===== config.mk =====
export PLATFORM = sky130hd
export DESIGN_NAME = ysyx_25020037_gpr_scoreboard_flat
export DESIGN_NICKNAME = d
export VERILOG_FILES = /design/src/rtl/ysyx_25020037_gpr_scoreboard_if.sv /design/src/rtl/ysyx_25020037_gpr_scoreboard.sv /design/src/flat_wrapper.sv
export SDC_FILE = /design/constraint.sdc
export NUM_CORES = 1
export LEC_CHECK = 0
export BUFFER_PORTS_ARGS = -buffer_cell sky130_fd_sc_hd__buf_2
export CAP_MARGIN = 20
export CORE_UTILIZATION = 54
export CTS_BUF_LIST = sky130_fd_sc_hd__clkbuf_2 sky130_fd_sc_hd__clkbuf_4 sky130_fd_sc_hd__clkbuf_8
export CTS_CLUSTER_SIZE = 12
export DETAILED_ROUTE_END_ITERATION = 16
export GPL_TIMING_DRIVEN = 1
export PLACE_DENSITY = 0.79
export SKIP_LAST_GASP = 1
export SYNTH_ARGS = -nofsm -noshare
export SYNTH_HDL_FRONTEND = slang
export SYNTH_SLANG_ARGS = --single-unit

===== constraint.sdc =====
create_clock -name clk -period 2.45 [get_ports clk]
set_input_delay 0.1225 -clock clk [delete_from_list [all_inputs] [get_ports clk]]
set_output_delay 0.1225 -clock clk [all_outputs]
set_load 0.01 [all_outputs]

===== src/rtl/ysyx_25020037_gpr_scoreboard_if.sv =====
// Issue/retire/status bundle between the IDU/WBU side and the GPR scoreboard.
// Issue: idu_valid/issue_ready handshake with rs1/rs2/rd decode fields and csr_op.
// Retire: wbu_valid with wb_rd/wb_wen/wb_csr; flush squash; status: inflight, pend_any, err_underflow.
interface ysyx_25020037_gpr_scoreboard_if;
   logic       idu_valid;
   logic       issue_ready;
   logic [4:0] rs1;
   logic       rs1_used;
   logic [4:0] rs2;
   logic       rs2_used;
   logic [4:0] rd;
   logic       rd_wen;
   logic       csr_op;
   logic       wbu_valid;
   logic [4:0] wb_rd;
   logic       wb_wen;
   logic       wb_csr;
   logic       flush;
   logic [2:0] inflight;
   logic       pend_any;
   logic       err_underflow;

   // pipeline side (drives decode/retire, observes readiness and status)
   modport master (
      output idu_valid, rs1, rs1_used, rs2, rs2_used, rd, rd_wen, csr_op,
      output wbu_valid, wb_rd, wb_wen, wb_csr, flush,
      input  issue_ready, inflight, pend_any, err_underflow
   );

   // scoreboard side
   modport slave (
      input  idu_valid, rs1, rs1_used, rs2, rs2_used, rd, rd_wen, csr_op,
      input  wbu_valid, wb_rd, wb_wen, wb_csr, flush,
      output issue_ready, inflight, pend_any, err_underflow
   );
endinterface


===== src/rtl/ysyx_25020037_gpr_scoreboard.sv =====
// RV32E GPR/CSR issue scoreboard: tracks in-flight writes between IDU issue and WBU retire.
// Latency: issue_ready is combinational from registered state + current issue inputs; retire frees a
// dependant one cycle later (no bypass). Backpressure: issue_ready drops on RAW, counter saturation,
// CSR busy, DEPTH in-flight limit, flush, or reset. Ports: clk, rst (async active-low), sb (slave).
module ysyx_25020037_gpr_scoreboard #(
   parameter int NREG  = 16,
   parameter int CNT_W = 2,
   parameter int DEPTH = 4
) (
   input logic clk,
   input logic rst,
   ysyx_25020037_gpr_scoreboard_if.slave sb
);

   localparam logic [CNT_W-1:0] CNT_MAX = {CNT_W{1'b1}};

   // entry 0 exists only for uniform indexing; it is never written and stays zero
   logic [CNT_W-1:0] cnt [NREG];
   logic             csr_busy;
   logic [2:0]       inflight;
   logic             err_underflow;

   logic [3:0] rs1_idx, rs2_idx, rd_idx, wb_idx;
   logic       hazard;
   logic       fire;
   logic       retire;
   logic       any_cnt;

   assign rs1_idx = sb.rs1[3:0];
   assign rs2_idx = sb.rs2[3:0];
   assign rd_idx  = sb.rd[3:0];
   assign wb_idx  = sb.wb_rd[3:0];

   // Hazard uses only registered state and issue-side inputs; retire inputs never reach issue_ready.
   always_comb begin
      hazard = 1'b0;
      if (sb.rs1_used && rs1_idx != 4'd0 && cnt[rs1_idx] != '0) hazard = 1'b1;
      if (sb.rs2_used && rs2_idx != 4'd0 && cnt[rs2_idx] != '0) hazard = 1'b1;
      if (sb.rd_wen && rd_idx != 4'd0 && cnt[rd_idx] == CNT_MAX) hazard = 1'b1;
      if (sb.csr_op && csr_busy) hazard = 1'b1;
      if (inflight == 3'(DEPTH)) hazard = 1'b1;
   end

   // rst gates readiness so nothing is accepted while reset is held
   assign sb.issue_ready = rst & ~hazard & ~sb.flush;
   assign fire           = sb.idu_valid & sb.issue_ready;
   // a retire during flush is discarded entirely, including its underflow check
   assign retire         = sb.wbu_valid & ~sb.flush;

   always_comb begin
      any_cnt = 1'b0;
      for (int i = 1; i < NREG; i++) begin
         if (cnt[i] != '0) any_cnt = 1'b1;
      end
   end

   always_ff @(posedge clk or negedge rst) begin
      if (!rst) begin
         for (int i = 0; i < NREG; i++) cnt[i] <= '0;
         csr_busy      <= 1'b0;
         inflight      <= '0;
         err_underflow <= 1'b0;
      end else if (sb.flush) begin
         for (int i = 0; i < NREG; i++) cnt[i] <= '0;
         csr_busy <= 1'b0;
         inflight <= '0;
      end else begin
         for (int i = 1; i < NREG; i++) begin
            // simultaneous issue and retire on the same register cancel out
            if (fire && sb.rd_wen && rd_idx == 4'(i) &&
                !(retire && sb.wb_wen && wb_idx == 4'(i))) begin
               cnt[i] <= cnt[i] + 1'b1;
            end else if (retire && sb.wb_wen && wb_idx == 4'(i) &&
                         !(fire && sb.rd_wen && rd_idx == 4'(i))) begin
               if (cnt[i] == '0) err_underflow <= 1'b1;
               else              cnt[i] <= cnt[i] - 1'b1;
            end
         end

         // csr_op issue and wb_csr retire are mutually exclusive by the csr_busy hazard
         if (fire && sb.csr_op)         csr_busy <= 1'b1;
         else if (retire && sb.wb_csr)  csr_busy <= 1'b0;

         if (retire && inflight == '0) err_underflow <= 1'b1;
         if (fire && !retire) begin
            inflight <= inflight + 3'd1;
         end else if (retire && !fire && inflight != '0) begin
            inflight <= inflight - 3'd1;
         end
      end
   end

   assign sb.inflight      = inflight;
   assign sb.pend_any      = any_cnt | csr_busy;
   assign sb.err_underflow = err_underflow;

endmodule


===== src/flat_wrapper.sv =====
// flat-port wrapper written by rule: the top's interface ports become plain ports
module ysyx_25020037_gpr_scoreboard_flat 
#(
   parameter int NREG  = 16,
   parameter int CNT_W = 2,
   parameter int DEPTH = 4
)
  (clk, rst, sb_idu_valid, sb_rs1, sb_rs1_used, sb_rs2, sb_rs2_used, sb_rd, sb_rd_wen, sb_csr_op, sb_wbu_valid, sb_wb_rd, sb_wb_wen, sb_wb_csr, sb_flush, sb_issue_ready, sb_inflight, sb_pend_any, sb_err_underflow);
  ysyx_25020037_gpr_scoreboard_if sb_i ();
  input logic clk;
  input logic rst;
  input wire logic [$bits(sb_i.idu_valid)-1:0] sb_idu_valid;
  input wire logic [$bits(sb_i.rs1)-1:0] sb_rs1;
  input wire logic [$bits(sb_i.rs1_used)-1:0] sb_rs1_used;
  input wire logic [$bits(sb_i.rs2)-1:0] sb_rs2;
  input wire logic [$bits(sb_i.rs2_used)-1:0] sb_rs2_used;
  input wire logic [$bits(sb_i.rd)-1:0] sb_rd;
  input wire logic [$bits(sb_i.rd_wen)-1:0] sb_rd_wen;
  input wire logic [$bits(sb_i.csr_op)-1:0] sb_csr_op;
  input wire logic [$bits(sb_i.wbu_valid)-1:0] sb_wbu_valid;
  input wire logic [$bits(sb_i.wb_rd)-1:0] sb_wb_rd;
  input wire logic [$bits(sb_i.wb_wen)-1:0] sb_wb_wen;
  input wire logic [$bits(sb_i.wb_csr)-1:0] sb_wb_csr;
  input wire logic [$bits(sb_i.flush)-1:0] sb_flush;
  output wire logic [$bits(sb_i.issue_ready)-1:0] sb_issue_ready;
  output wire logic [$bits(sb_i.inflight)-1:0] sb_inflight;
  output wire logic [$bits(sb_i.pend_any)-1:0] sb_pend_any;
  output wire logic [$bits(sb_i.err_underflow)-1:0] sb_err_underflow;
  assign sb_i.idu_valid = sb_idu_valid;
  assign sb_i.rs1 = sb_rs1;
  assign sb_i.rs1_used = sb_rs1_used;
  assign sb_i.rs2 = sb_rs2;
  assign sb_i.rs2_used = sb_rs2_used;
  assign sb_i.rd = sb_rd;
  assign sb_i.rd_wen = sb_rd_wen;
  assign sb_i.csr_op = sb_csr_op;
  assign sb_i.wbu_valid = sb_wbu_valid;
  assign sb_i.wb_rd = sb_wb_rd;
  assign sb_i.wb_wen = sb_wb_wen;
  assign sb_i.wb_csr = sb_wb_csr;
  assign sb_i.flush = sb_flush;
  assign sb_issue_ready = sb_i.issue_ready;
  assign sb_inflight = sb_i.inflight;
  assign sb_pend_any = sb_i.pend_any;
  assign sb_err_underflow = sb_i.err_underflow;
  ysyx_25020037_gpr_scoreboard #(.NREG(NREG), .CNT_W(CNT_W), .DEPTH(DEPTH)) u_core (.clk(clk), .rst(rst), .sb(sb_i));
endmodule

==> reports/results.txt <==
cts bufs inserted: 5
Crit path max-delay family: simple AND/OR/NAND/NOR gates
Critical Path Stages: 10
syn_nets: 405
sequential fraction of the synthesis area: 0.2829
Pre-antenna DRT Iters: 7
Pwr per Cell Area: 365.3 mW/mm^2
Final Cycle Share: 1.144
Slowest Stage Delay on Critical Path: 590 ps
Avg Vias per Cell: 7.184
min Tclk post-route: 2803 ps
Clk pin slew, worst setup/hold paths: 80 ps
Final Max Tran Viols: 0
P_leak: 1.963 nW
most used routing layer: met2
CP max FO: 8
most common cell in the synthesized netlist: nor2_1
gr ovfl total: 0
Starting Density: 0.5621
Crit Path Class: reg2reg
first-pass GRT wire length: 18420 um
initial antenna violation count: 0
critical path arrival: 3030 ps
failing checks: setup timing
Worst Hold Class: in2reg
Synth top cells by count: nor2_1 (40), dfrtp_1 (35), nand2_1 (27)
DR vias: 4145
CTS tree: yes
CTS Buffer Depth: 2
clk sink count: 35
cell area after placement: 0.004008 sq mm
R2R Path End: u_core.cnt[0]
met1 Use GR: 0.5192
Reg-to-Reg Start: u_core.cnt[29]
fmax: 356.8 MHz
IO Port Bufs: 32
Rows: 27
post-synthesis async set-or-reset flop share: 1.000
number of global-route vias before repair: 3708
CP bufs+invs: 2
relative slew slack: 0.5968
die width: 77.71 um
EDFF count, synth: 0
Worst Setup SP: u_core.cnt[29]
die height: 77.71 um
Mapped Area: 0.003095 sq mm
Final setup viols: 27
Yosys reg bits: 35
RSZ-0062 raised after global routing: yes
CP Cell Sequence: nor3_1 -> a21oi_1 -> a211o_1 -> a21oi_2 -> buf_4 -> nand3_4 -> nor4_1 -> buf_4 -> a211oi_1 -> nor3_1
DRC: 0
Final GP Congestion: 0.9889
final core occ: 0.8475
Synth area leaders: dfrtp_1 (28%), mux4_2 (7.3%), nor2_1 (4.9%), a21oi_1 (3.7%), nand2_1 (3.3%)
Pwr Total: 1.705 mW
final hold viol count: 0
GRT Total Usage: 0.3982
final WL: 13500 um
Setup WS post-layout: -352.7 ps
status: complete, but fails checks
Post-synth top flop: dfrtp_1
H-tree depth: 2
total die area: 0.006039 sq mm
Final #Nets: 537
Global Route met3 Usage: 0.08353
worst clock skew: 4.798 ps
slowest CP cell: nor4_1
Post-Syn Instances: 373
crit path capture: u_core.cnt[0]
IO Pins: 37
worst-margin pin slew: 600.2 ps
top-area cell type share of the netlist area: 0.2829
worst reg2reg path depth: 10
min-delay src: sb_csr_op
Place WS: -268.2 ps
design area: 0.004667 sq mm
Antenna Nets Post-Route: 0
Startpoint Class: flop
Initial DRC Count: 666
FILL cells: 305
largest net degree at the start of global routing: 36
leading area contributor after synthesis: dfrtp_1
flop2flop setup slack: -350 ps
worst endpoint required time: 2670 ps
clock latency on the worst-skew pair: 300 ps
post-synth cell types: 64
Yosys warning total: 0
Core Area: 0.005507 sq mm
VDD IR max: 0.4388 mV
Post-DP HPWL: 8347 um
Mean Syn Cell Area: 8.299 sq um
CTS root buf: clkbuf_8
fraction of layout cells with a size suffix above 1: 0.4693
antenna fix cells: 0
CP Capture Type: flop
Max-Cap Viols: 0
Hold WS: 95.09 ps
global routing usage on met2: 0.6434
Routed WL per cell: 23.40 um
synthesis-to-finish area growth: 50.77%
tightest hold or removal path, cell delays in order:
cell,delay [ps]
buf_2,110
inv_1,50
o21ai_0,70
cell type report:
class	instances	area (sq um)	area share
tap	72	90.09	0.01930
timing repair buffer	140	1060	0.2271
sequential	35	880.8	0.1887
inverter	21	91.34	0.01957
clock inverter	1	5.005	0.001072
clock buffer	6	82.58	0.01769
multi-input combinational	301	2449	0.5247
timing repair inverter	1	8.758	0.001877
timing repair:
action / CTS / global route
hold buffers: 1 / 0
pin swaps: 17 / 29
cloned: 0 / 1
endpoints found under the hold margin: 35 / 0
resized for setup: 40 / 61
setup endpoints to repair: 21 / 29
buffers inserted: 12 / 4
registers in the layout (all words and copies together), names as in the netlist:
signal,count
u_core.cnt,30
u_core.sb.inflight,3
u_core.csr_busy,1
u_core.sb.err_underflow,1
power breakdown:
group	total [mW]	switching, mW	internal, mW
Clock	0.461	0.240	0.221
Combinational	0.635	0.349	0.286
Sequential	0.609	0.0115	0.597
worst min-delay path by stage:
stage                            endpoint  slack (ps)  cells past startpoint
after floorplan             u_core.cnt[0]        -170                      0
after global placement     u_core.cnt[10]         260                      2
after detailed placement   u_core.cnt[11]         290                      2
after CTS                 u_core.csr_busy         100                      3
after global routing      u_core.csr_busy         110                      3
final                     u_core.csr_busy         100                      3
layout by cell type, fill, tap and decap left out, types with 4 or more instances in the layout:
| master | Yosys | layout |
|---|---|---|
| a21oi_1 | 23 | 18 |
| or3_1 | 4 | 4 |
| or2_2 | 5 | 4 |
| nand2b_1 | 8 | 8 |
| nor3b_1 | 6 | 4 |
| dfrtp_1 | 35 | 31 |
| a21oi_2 | 0 | 5 |
| a211oi_2 | 0 | 5 |
| nand2_1 | 27 | 27 |
| o21ai_0 | 15 | 10 |
| buf_12 | 0 | 4 |
| dfrtp_2 | 0 | 4 |
| nor2b_1 | 9 | 8 |
| nor3_1 | 20 | 14 |
| nor2_1 | 40 | 31 |
| inv_1 | 21 | 20 |
| nor2_2 | 0 | 4 |
| buf_4 | 0 | 95 |
| o21a_1 | 7 | 5 |
| mux4_2 | 10 | 10 |
| clkbuf_8 | 0 | 6 |
| buf_2 | 4 | 31 |
| nand3_1 | 17 | 14 |
| and2_1 | 5 | 4 |
| buf_6 | 3 | 9 |
| nor4_1 | 5 | 4 |
| nor2_4 | 0 | 5 |
| nand4_1 | 9 | 9 |
per-stage QoR:
step | cells | TNS [ps]
2_1_floorplan | 373 | -107.2
3_3_place_gp | 553 | -1488
3_5_place_dp | 553 | -2557
4_1_cts | 573 | -218.1
5_1_grt | 577 | -5714
6_report | 577 | -3296
kinds of logic after synthesis:
logic type                 synth area share
AOI/OAI and AO/OA                    0.2559
xor gates and xnor gates            0.01132
adders and majority gates          0.006468
buffers and inverters               0.05376
DFF                                  0.2829
muxes                                0.1031
and+or+nand+nor                      0.2866
layer usage:
layer	wire length (um)	up-vias	share of wire
met5	0	-	0
li1	-	1698	-
met1	5053	1969	0.37
met3	1561	105	0.12
met4	662	0	0.049
met2	6224	373	0.46
(Power assumes the default switching activity.)
